$ cat src/rtl/plus3_paging_sync.sv
// +2A/+3 paging manager: glitch-filtered I/O write capture into the 7FFD/1FFD
// registers, 16K slot-to-page resolution and DivMMC SRAM ROM-shadow select.
`timescale 1ns/1ps
module plus3_paging_sync #(
    parameter int unsigned         HIADDR_W    = 6,
    parameter logic [HIADDR_W-1:0] ROM_BASE    = 6'b111000,
    parameter bit                  MACHINE     = 1'b1,
    parameter bit                  FULL_DECODE = 1'b1,
    parameter int unsigned         MIN_LOW     = 2
) (
    input  logic                clk,
    input  logic                rst_n,
    input  logic [15:0]         a,
    input  logic                mreq_n,
    input  logic                iorq_n,
    input  logic                rd_n,
    input  logic                wr_n,
    input  logic [7:0]          din,
    output logic                allramplus3,
    output logic [1:0]          banco_rom,
    output logic [2:0]          slot_page,
    output logic                slot_is_rom,
    output logic                port_locked,
    output logic                sram_cs,
    output logic [HIADDR_W-1:0] sram_hiaddr
);

    typedef enum logic [1:0] {S_IDLE, S_LOW, S_COMMIT} state_t;

    localparam logic [2:0] MIN_LOW_C = 3'(MIN_LOW);

    // Bus sampled together with w so the captured address/data align with the strobe.
    logic       w_q;
    logic [4:0] a_s_q;
    logic [5:0] din_s_q;

    state_t     state_q, state_d;
    logic [2:0] cnt_q, cnt_d;
    logic [4:0] cap_a_q, cap_a_d;
    logic [5:0] cap_d_q, cap_d_d;
    logic [5:0] bank128_q, bank128_d;
    logic [2:0] bankplus3_q, bankplus3_d;

    logic hit7, hit1;
    logic [1:0] slot_sel;
    logic unused_bits;

    assign unused_bits = ^{a[11:2], a[0], din[7:6]};

    always_ff @(posedge clk) begin
        if (!rst_n) begin
            w_q         <= 1'b1;
            a_s_q       <= '0;
            din_s_q     <= '0;
            state_q     <= S_IDLE;
            cnt_q       <= '0;
            cap_a_q     <= '0;
            cap_d_q     <= '0;
            bank128_q   <= '0;
            bankplus3_q <= '0;
        end else begin
            w_q         <= iorq_n | wr_n;
            a_s_q       <= {a[15:12], a[1]};
            din_s_q     <= din[5:0];
            state_q     <= state_d;
            cnt_q       <= cnt_d;
            cap_a_q     <= cap_a_d;
            cap_d_q     <= cap_d_d;
            bank128_q   <= bank128_d;
            bankplus3_q <= bankplus3_d;
        end
    end

    // cap_a_q layout: {a[15:12], a[1]}
    always_comb begin
        hit7 = 1'b0;
        hit1 = 1'b0;
        if (FULL_DECODE) begin
            hit7 = (cap_a_q[4:3] == 2'b01) && !cap_a_q[0];
        end else begin
            hit7 = !cap_a_q[4] && !cap_a_q[0];
        end
        hit1 = MACHINE && (cap_a_q[4:1] == 4'b0001) && !cap_a_q[0] && !hit7;
    end

    always_comb begin
        state_d     = state_q;
        cnt_d       = cnt_q;
        cap_a_d     = cap_a_q;
        cap_d_d     = cap_d_q;
        bank128_d   = bank128_q;
        bankplus3_d = bankplus3_q;
        case (state_q)
            S_IDLE: begin
                if (!w_q) begin
                    state_d = S_LOW;
                    cnt_d   = 3'd1;
                    cap_a_d = a_s_q;
                    cap_d_d = din_s_q;
                end
            end
            S_LOW: begin
                if (!w_q) begin
                    if (cnt_q != 3'd7) begin
                        cnt_d = cnt_q + 3'd1;
                    end
                    cap_a_d = a_s_q;
                    cap_d_d = din_s_q;
                end else if (cnt_q >= MIN_LOW_C) begin
                    state_d = S_COMMIT;
                end else begin
                    state_d = S_IDLE;
                end
            end
            S_COMMIT: begin
                if (!bank128_q[5]) begin
                    if (hit7) begin
                        bank128_d = cap_d_q;
                    end else if (hit1) begin
                        bankplus3_d = cap_d_q[2:0];
                    end
                end
                if (!w_q) begin
                    state_d = S_LOW;
                    cnt_d   = 3'd1;
                    cap_a_d = a_s_q;
                    cap_d_d = din_s_q;
                end else begin
                    state_d = S_IDLE;
                end
            end
            default: state_d = S_IDLE;
        endcase
    end

    always_comb begin
        slot_sel    = a[15:14];
        allramplus3 = bankplus3_q[0];
        banco_rom   = {(MACHINE ? bankplus3_q[2] : 1'b0), bank128_q[4]};
        port_locked = bank128_q[5];
        slot_is_rom = (slot_sel == 2'b00) && !bankplus3_q[0];
        slot_page   = '0;
        if (!bankplus3_q[0]) begin
            case (slot_sel)
                2'b01:   slot_page = 3'd5;
                2'b10:   slot_page = 3'd2;
                2'b11:   slot_page = bank128_q[2:0];
                default: slot_page = '0;
            endcase
        end else begin
            case (bankplus3_q[2:1])
                2'b00:   slot_page = {1'b0, slot_sel};
                2'b01:   slot_page = {1'b1, slot_sel};
                2'b10:   slot_page = (slot_sel == 2'b11) ? 3'd3 : {1'b1, slot_sel};
                default: begin
                    case (slot_sel)
                        2'b00:   slot_page = 3'd4;
                        2'b01:   slot_page = 3'd7;
                        2'b10:   slot_page = 3'd6;
                        default: slot_page = 3'd3;
                    endcase
                end
            endcase
        end
        sram_cs     = !mreq_n && !rd_n && slot_is_rom;
        sram_hiaddr = {ROM_BASE[HIADDR_W-1:3], banco_rom, a[13]};
    end

endmodule

$ cat config.mk
export PLATFORM = sky130hd
export DESIGN_NAME = plus3_paging_sync
export DESIGN_NICKNAME = d
export VERILOG_FILES = /design/src/rtl/plus3_paging_sync.sv
export SDC_FILE = /design/constraint.sdc
export NUM_CORES = 1
export LEC_CHECK = 0
export CORE_ASPECT_RATIO = 1.75
export CORE_UTILIZATION = 40
export CTS_CLUSTER_DIAMETER = 120
export CTS_CLUSTER_SIZE = 30
export DETAILED_ROUTE_END_ITERATION = 12
export PLACE_DENSITY = 0.74
export SETUP_SLACK_MARGIN = 0.3
export SLEW_MARGIN = 25
export SYNTH_ARGS = -nofsm -noshare
export SYNTH_HDL_FRONTEND = slang
export SYNTH_SLANG_ARGS = --single-unit
$ cat constraint.sdc
create_clock -name clk -period 1.4 [get_ports clk]
set_input_delay 0.28 -clock clk [delete_from_list [all_inputs] [get_ports clk]]
set_output_delay 0.28 -clock clk [all_outputs]
set_load 0.01 [all_outputs]
# [Yosys cells after proc, flatten, opt, wreduce, memory -nomap -nowiden]
# Cells that the tools add are included.
# W data, S select, Z words.
[op_classes] addsub=1 n_mul=0 div_mod_pow=0 n_lt_le_gt_ge=1 n_eq_ne=15 shifts=0 mux=16 n_bitwise=4 n_reduce_logical=22
[op_table] cell="$pmux W3 S3" count=3
[op_table] cell="$mux W3" count=5
[op_table] cell="$mux W6" count=2
[op_table] cell="$ne A2 B2 Y1 const B" count=5
[op_table] cell="$eq A2 B1 Y1 const B" count=4
[op_table] cell="$eq A2 B2 Y1 const B" count=4
[op_table] cell="$reduce_and A4 Y1" count=2
[op_table] cell="$logic_and A1 B1 Y1" count=6
[op_table] cell="$logic_not A2 Y1" count=3
[op_table] cell="$mux W2" count=3
[op_table] cell="$pmux W2 S3" count=1
[op_table] cell="$pmux W3 S2" count=1
[op_table] cell="$logic_not A1 Y1" count=5
[op_table] cell="$eq A4 B1 Y1 const B" count=1
[op_table] cell="$reduce_and A2 Y1" count=2
[op_table] cell="$add A3 B1 Y3 const B" count=1
[op_table] cell="$ge A3 B2 Y1 const B" count=1
[op_table] cell="$ne A3 B3 Y1 const B" count=1
[op_table] cell="$not A1 Y1" count=3
[op_table] cell="$reduce_and A3 Y1" count=1
[op_table] cell="$reduce_or A3 Y1" count=1
[op_table] cell="$reduce_bool A2 Y1" count=1
[op_table] cell="$reduce_or A2 Y1" count=1
[op_table] cell="$mux W1" count=1
[op_table] cell="$or A1 B1 Y1" count=1
[word_totals] regBits=37 latch_bits=0 ram_bits=0 rom_bits=0 output_inout_bits=15 memories=0

# [Logic depth before layout (Yosys ltp)]
[logic_depth] depth_word=5 mapped_depth=5

# [Least setup slack after synthesis]
# Ideal clock, no wire load.
[synth_path] kind="flip-flop to output port" start="register bankplus3_q[0]" end="output port sram_cs" arrival_time_ns=1.103 required_time_ns=1.120 slack_ns=0.017 stages_incl_launch_ff=3 n_path_buf=0 cell_sequence="dfxtp_1 -> nor3_1 -> nor3b_1"
[synth_between] elab_chain_cells=3
[synth_lines] element="from (decl)" line="42" text="logic [2:0] bankplus3_q, bankplus3_d;"
[synth_lines] element="from (signal assigned)" line="70" text="bankplus3_q <= bankplus3_d;"
[synth_lines] element="$logic_not A1 Y1"
[synth_lines] element="$logic_and A1 B1 Y1" line="141" text="slot_is_rom = (slot_sel == 2'b00) && !bankplus3_q[0];"
[synth_lines] element="named net slot_is_rom" line="22" text="output logic slot_is_rom,"
[synth_lines] element="$logic_and A1 B1 Y1" line="165" text="sram_cs = !mreq_n && !rd_n && slot_is_rom;"
[synth_lines] element="to (decl)" line="24" text="output logic sram_cs,"
# The timed path passes the listed nets, and every way through them passes these cells.

# [Worst setup path in the final report]
[layout_path] start="register bankplus3_q[0]" end="output port sram_cs"
[layout_between] elab_chain_cells=3
[layout_lines] element="$logic_not A1 Y1"
[layout_lines] element="$logic_and A1 B1 Y1" line="141"
[layout_lines] element="$logic_and A1 B1 Y1" line="165"
# No other way between the ends.

==> flow_summary_export.csv <==
group,metric,value,unit
synthesis,synthMuxAreaShare,0.0508,
global_routing,grt_pass1_vias,1051,
synthesis,syn_area_per_cell,9.26,sq um
synthesis,netlist_area,1380,sq um
critical_path,start_kind,"register",
global_routing,grt_pass1_wl,4300,um
critical_path,crit_arrival,1.08,ns
global_routing,grt_max_degree,26,
floorplan,die_w,46.4,um
critical_path,criticalPathCategory,"register to primary output",
timing,finalSetupViolCount,0,
clocking,clk_path_buf_depth,2,
synthesis,ys_seq_area_frac,0.493,
clocking,path_clk_slew,0.07,ns
synthesis,synthCells,149,
synthesis,synth_edf_count,0,
critical_path,cp-end-kind,"primary output",
timing,slew_viol_final,0,
pwr,peakVddDrop,0.701,mV
floorplan,rows,27,
run_status,status,"finished, final reports clean",
clocking,cts_hold_buf,0,
run,maxCapViolCount,0,
finish,diodes,0,
finish,drive_gt1_frac,0.340,
floorplan,die_y,79.7,um
route,drt_pre_antenna_iters,4,
global_routing,grt-busiest-layer,"met2",
timing,min_period_over_period,0.971,
critical_path,critPathSlowestCell,"dfxtp_4",
clocking,cts_root_buf,"clkbuf_8",
synthesis,ys_ff_latch,34,
global_routing,grt.overflow.total,0,
synthesis,synth-xor-area-share,0,
timing,hold_violations,0,
clocking,numCtsBuffers,5,
pwr,powerDensity,956,nW/um^2
route,wire_per_inst,12.2,um
timing,fin_hold_ws,0.321,ns
synthesis,synth_warnings,0,
clocking,cts_tree,"yes",
placement,io_buffers,27,
critical_path,path_delay_family,"flip-flops",
clocking,insertion_delay,0.28,ns
critical_path,cp_slowest_stage_delay,0.37,ns
floorplan,floorplan.initialDensity,0.430,
synthesis,synth_top_family_by_area,"simple AND/OR/NAND/NOR gates",
critical_path,required,1.12,ns
critical_path,worstPathMaxFanout,6,
clocking,cts.sinks,34,
finish,final_cell_mix,"nand2_1 (35), dfxtp_1 (24), clkdlybuf4s50_1 (12)",
global_routing,globalRouteMet1Util,0.136,
critical_path,critPathBufInv,1,
synthesis,synthAdderAreaFrac,0.0272,
floorplan,coreArea,3210,sq um
placement,dpl_cell_area,1710,sq um
route,via_per_inst,4.80,
synthesis,synth_compound_area_frac,0.118,
floorplan,io_pins,45,
synthesis,synth-simple-area-share,0.232,
global_routing,grt_use_total,0.166,
clocking,htreeDepth,2,
timing,min_period,1.36,ns
placement,gp_congestion,0.788,
finish,num-fill-cells,265,
critical_path,crit_chain,"nor3_4 -> nor3b_2 -> buf_2",
timing,final.setup_skew,0.00571,ns
global_routing,grt_use_met2,0.317,
timing,fmax,735,MHz
synthesis,async_reset_ff_frac,0,
finish,nets,220,
finish,area_delta_synth_final,42.7,%
timing,rsz0062_at_grt,"true",
global_routing,grtUsageMet3,0.0475,
route,postRouteAntennaNets,0,
pwr,cellLeakagePower,0.793,nW
route,vias,1109,
finish,final_area,1970,sq um
route,wl,2820,um
synthesis,synth_cell_type_count,29,
placement,dp_hpwl,1930,um
route,drcViolationCount,0,
floorplan,dieArea,3700,sq um
hold_path,hp-class,"input port to register",
global_routing,antenna_found_initial,0,
finish,layout_commonest_cell,"nand2_1",
route,drt-initial-drc-count,11,
synthesis,synth_flop_cell,"dfxtp_1",
## cell usage after synthesis, drive strengths merged, types with 2 or more instances
master	count	share of area
nor2	2	0.0054
a31oi	2	0.0091
nand3	3	0.011
inv	2	0.0054
nor3	2	0.0073
mux2i	7	0.051
o211ai	2	0.011
nand2	36	0.098
nand3b	2	0.011
buf	12	0.063
dfxtp	34	0.49
a21boi	10	0.054
o21ai	3	0.011
a21oi	4	0.015
clkbuf	3	0.0082
and2	11	0.050
nor4b	3	0.030
ha	3	0.027
## power by group
group | total, W | internal, W | leakage (nW) | switching [W]
clock network | 0.000722 | 0.000396 | 0.0482 | 0.000326
logic | 0.000160 | 0.0000909 | 0.461 | 0.0000694
registers | 0.00100 | 0.000986 | 0.284 | 0.0000140
## timing repair
action,4_1_cts,5_1_grt
setup endpoints to repair,33,28
pin swaps,7,3
buffers inserted,5,5
hold endpoints to repair,0,0
cloned,0,1
resized for setup,87,11
## through the flow
stage          setup slack, ns  power [W]  setup TNS [ns]  std cells   util
2_1_floorplan            0.128    0.00109               0        151      -
4_1_cts                 0.0262    0.00189               0        225  0.590
3_5_place_dp            -0.647    0.00117           -3.38        212  0.533
6_report                0.0402    0.00188               0        231  0.614
3_3_place_gp            -0.570    0.00116           -2.76        212  0.533
5_1_grt                -0.0278    0.00196         -0.0278        231  0.614
## final timing paths
check / from / end / slack [ns] / cells after the start
worst max-delay path: bankplus3_q[0]$_SDFFE_PN0P_ / sram_cs / 0.04 / 3
worst min-delay path: a[15] / a_s_q[4]$_SDFF_PN0_ / 0.32 / 2
worst max register to register: cnt_q[0]$_SDFFE_PN0P_ / cnt_q[1]$_SDFFE_PN0P_ / 0.09 / 4
worst min register to register: din_s_q[0]$_SDFF_PN0_ / cap_d_q[0]$_SDFFE_PN0P_ / 0.45 / 2
## state kept, by name, indices dropped and copies added (netlist names)
name / count
cap_a_q: 5
a_s_q: 5
state_q: 2
bank128_q: 5
din_s_q: 5
cap_d_q: 5
bankplus3_q: 3
w_q: 1
cnt_q: 3
## area by class of cell
| class | instances | area [sq um] | share of cell area |
|---|---|---|---|
| clock buffer | 7 | 86.3 | 0.0438 |
| clock inverter | 1 | 5.00 | 0.00254 |
| inverter | 2 | 10.0 | 0.00508 |
| multi-input combinational | 100 | 714 | 0.363 |
| sequential | 34 | 703 | 0.357 |
| tap | 43 | 53.8 | 0.0273 |
| timing repair buffer | 44 | 397 | 0.201 |
## worst reg2reg max path, delay by kind of cell, from the launching register on
kind | cells | cell delay (ns)
AO/OA/AOI/OAI | 1 | 0.10
adder cells (fa/ha/maj) | 1 | 0.22
buffers and inverters | 1 | 0.04
flip-flops | 1 | 0.38
AND/OR/NAND/NOR | 1 | 0.50
## cells by family (layout without fill, tap and decap cells)
family / Yosys count / after routing
other: 1 / 3
adder cells (fa/ha/maj): 3 / 3
flip-flops: 34 / 34
multiplexers: 7 / 7
AND/OR/NAND/NOR: 63 / 63
AO/OA/AOI/OAI: 24 / 24
buffers and inverters: 17 / 54
## routing by layer
metal,part of all wire,vias to the layer above
li1,-,560
met1,0.35,516
met2,0.59,25
met3,0.032,8
met4,0.022,0
met5,0,-
Note: power is estimated with default switching activity, not from simulation.
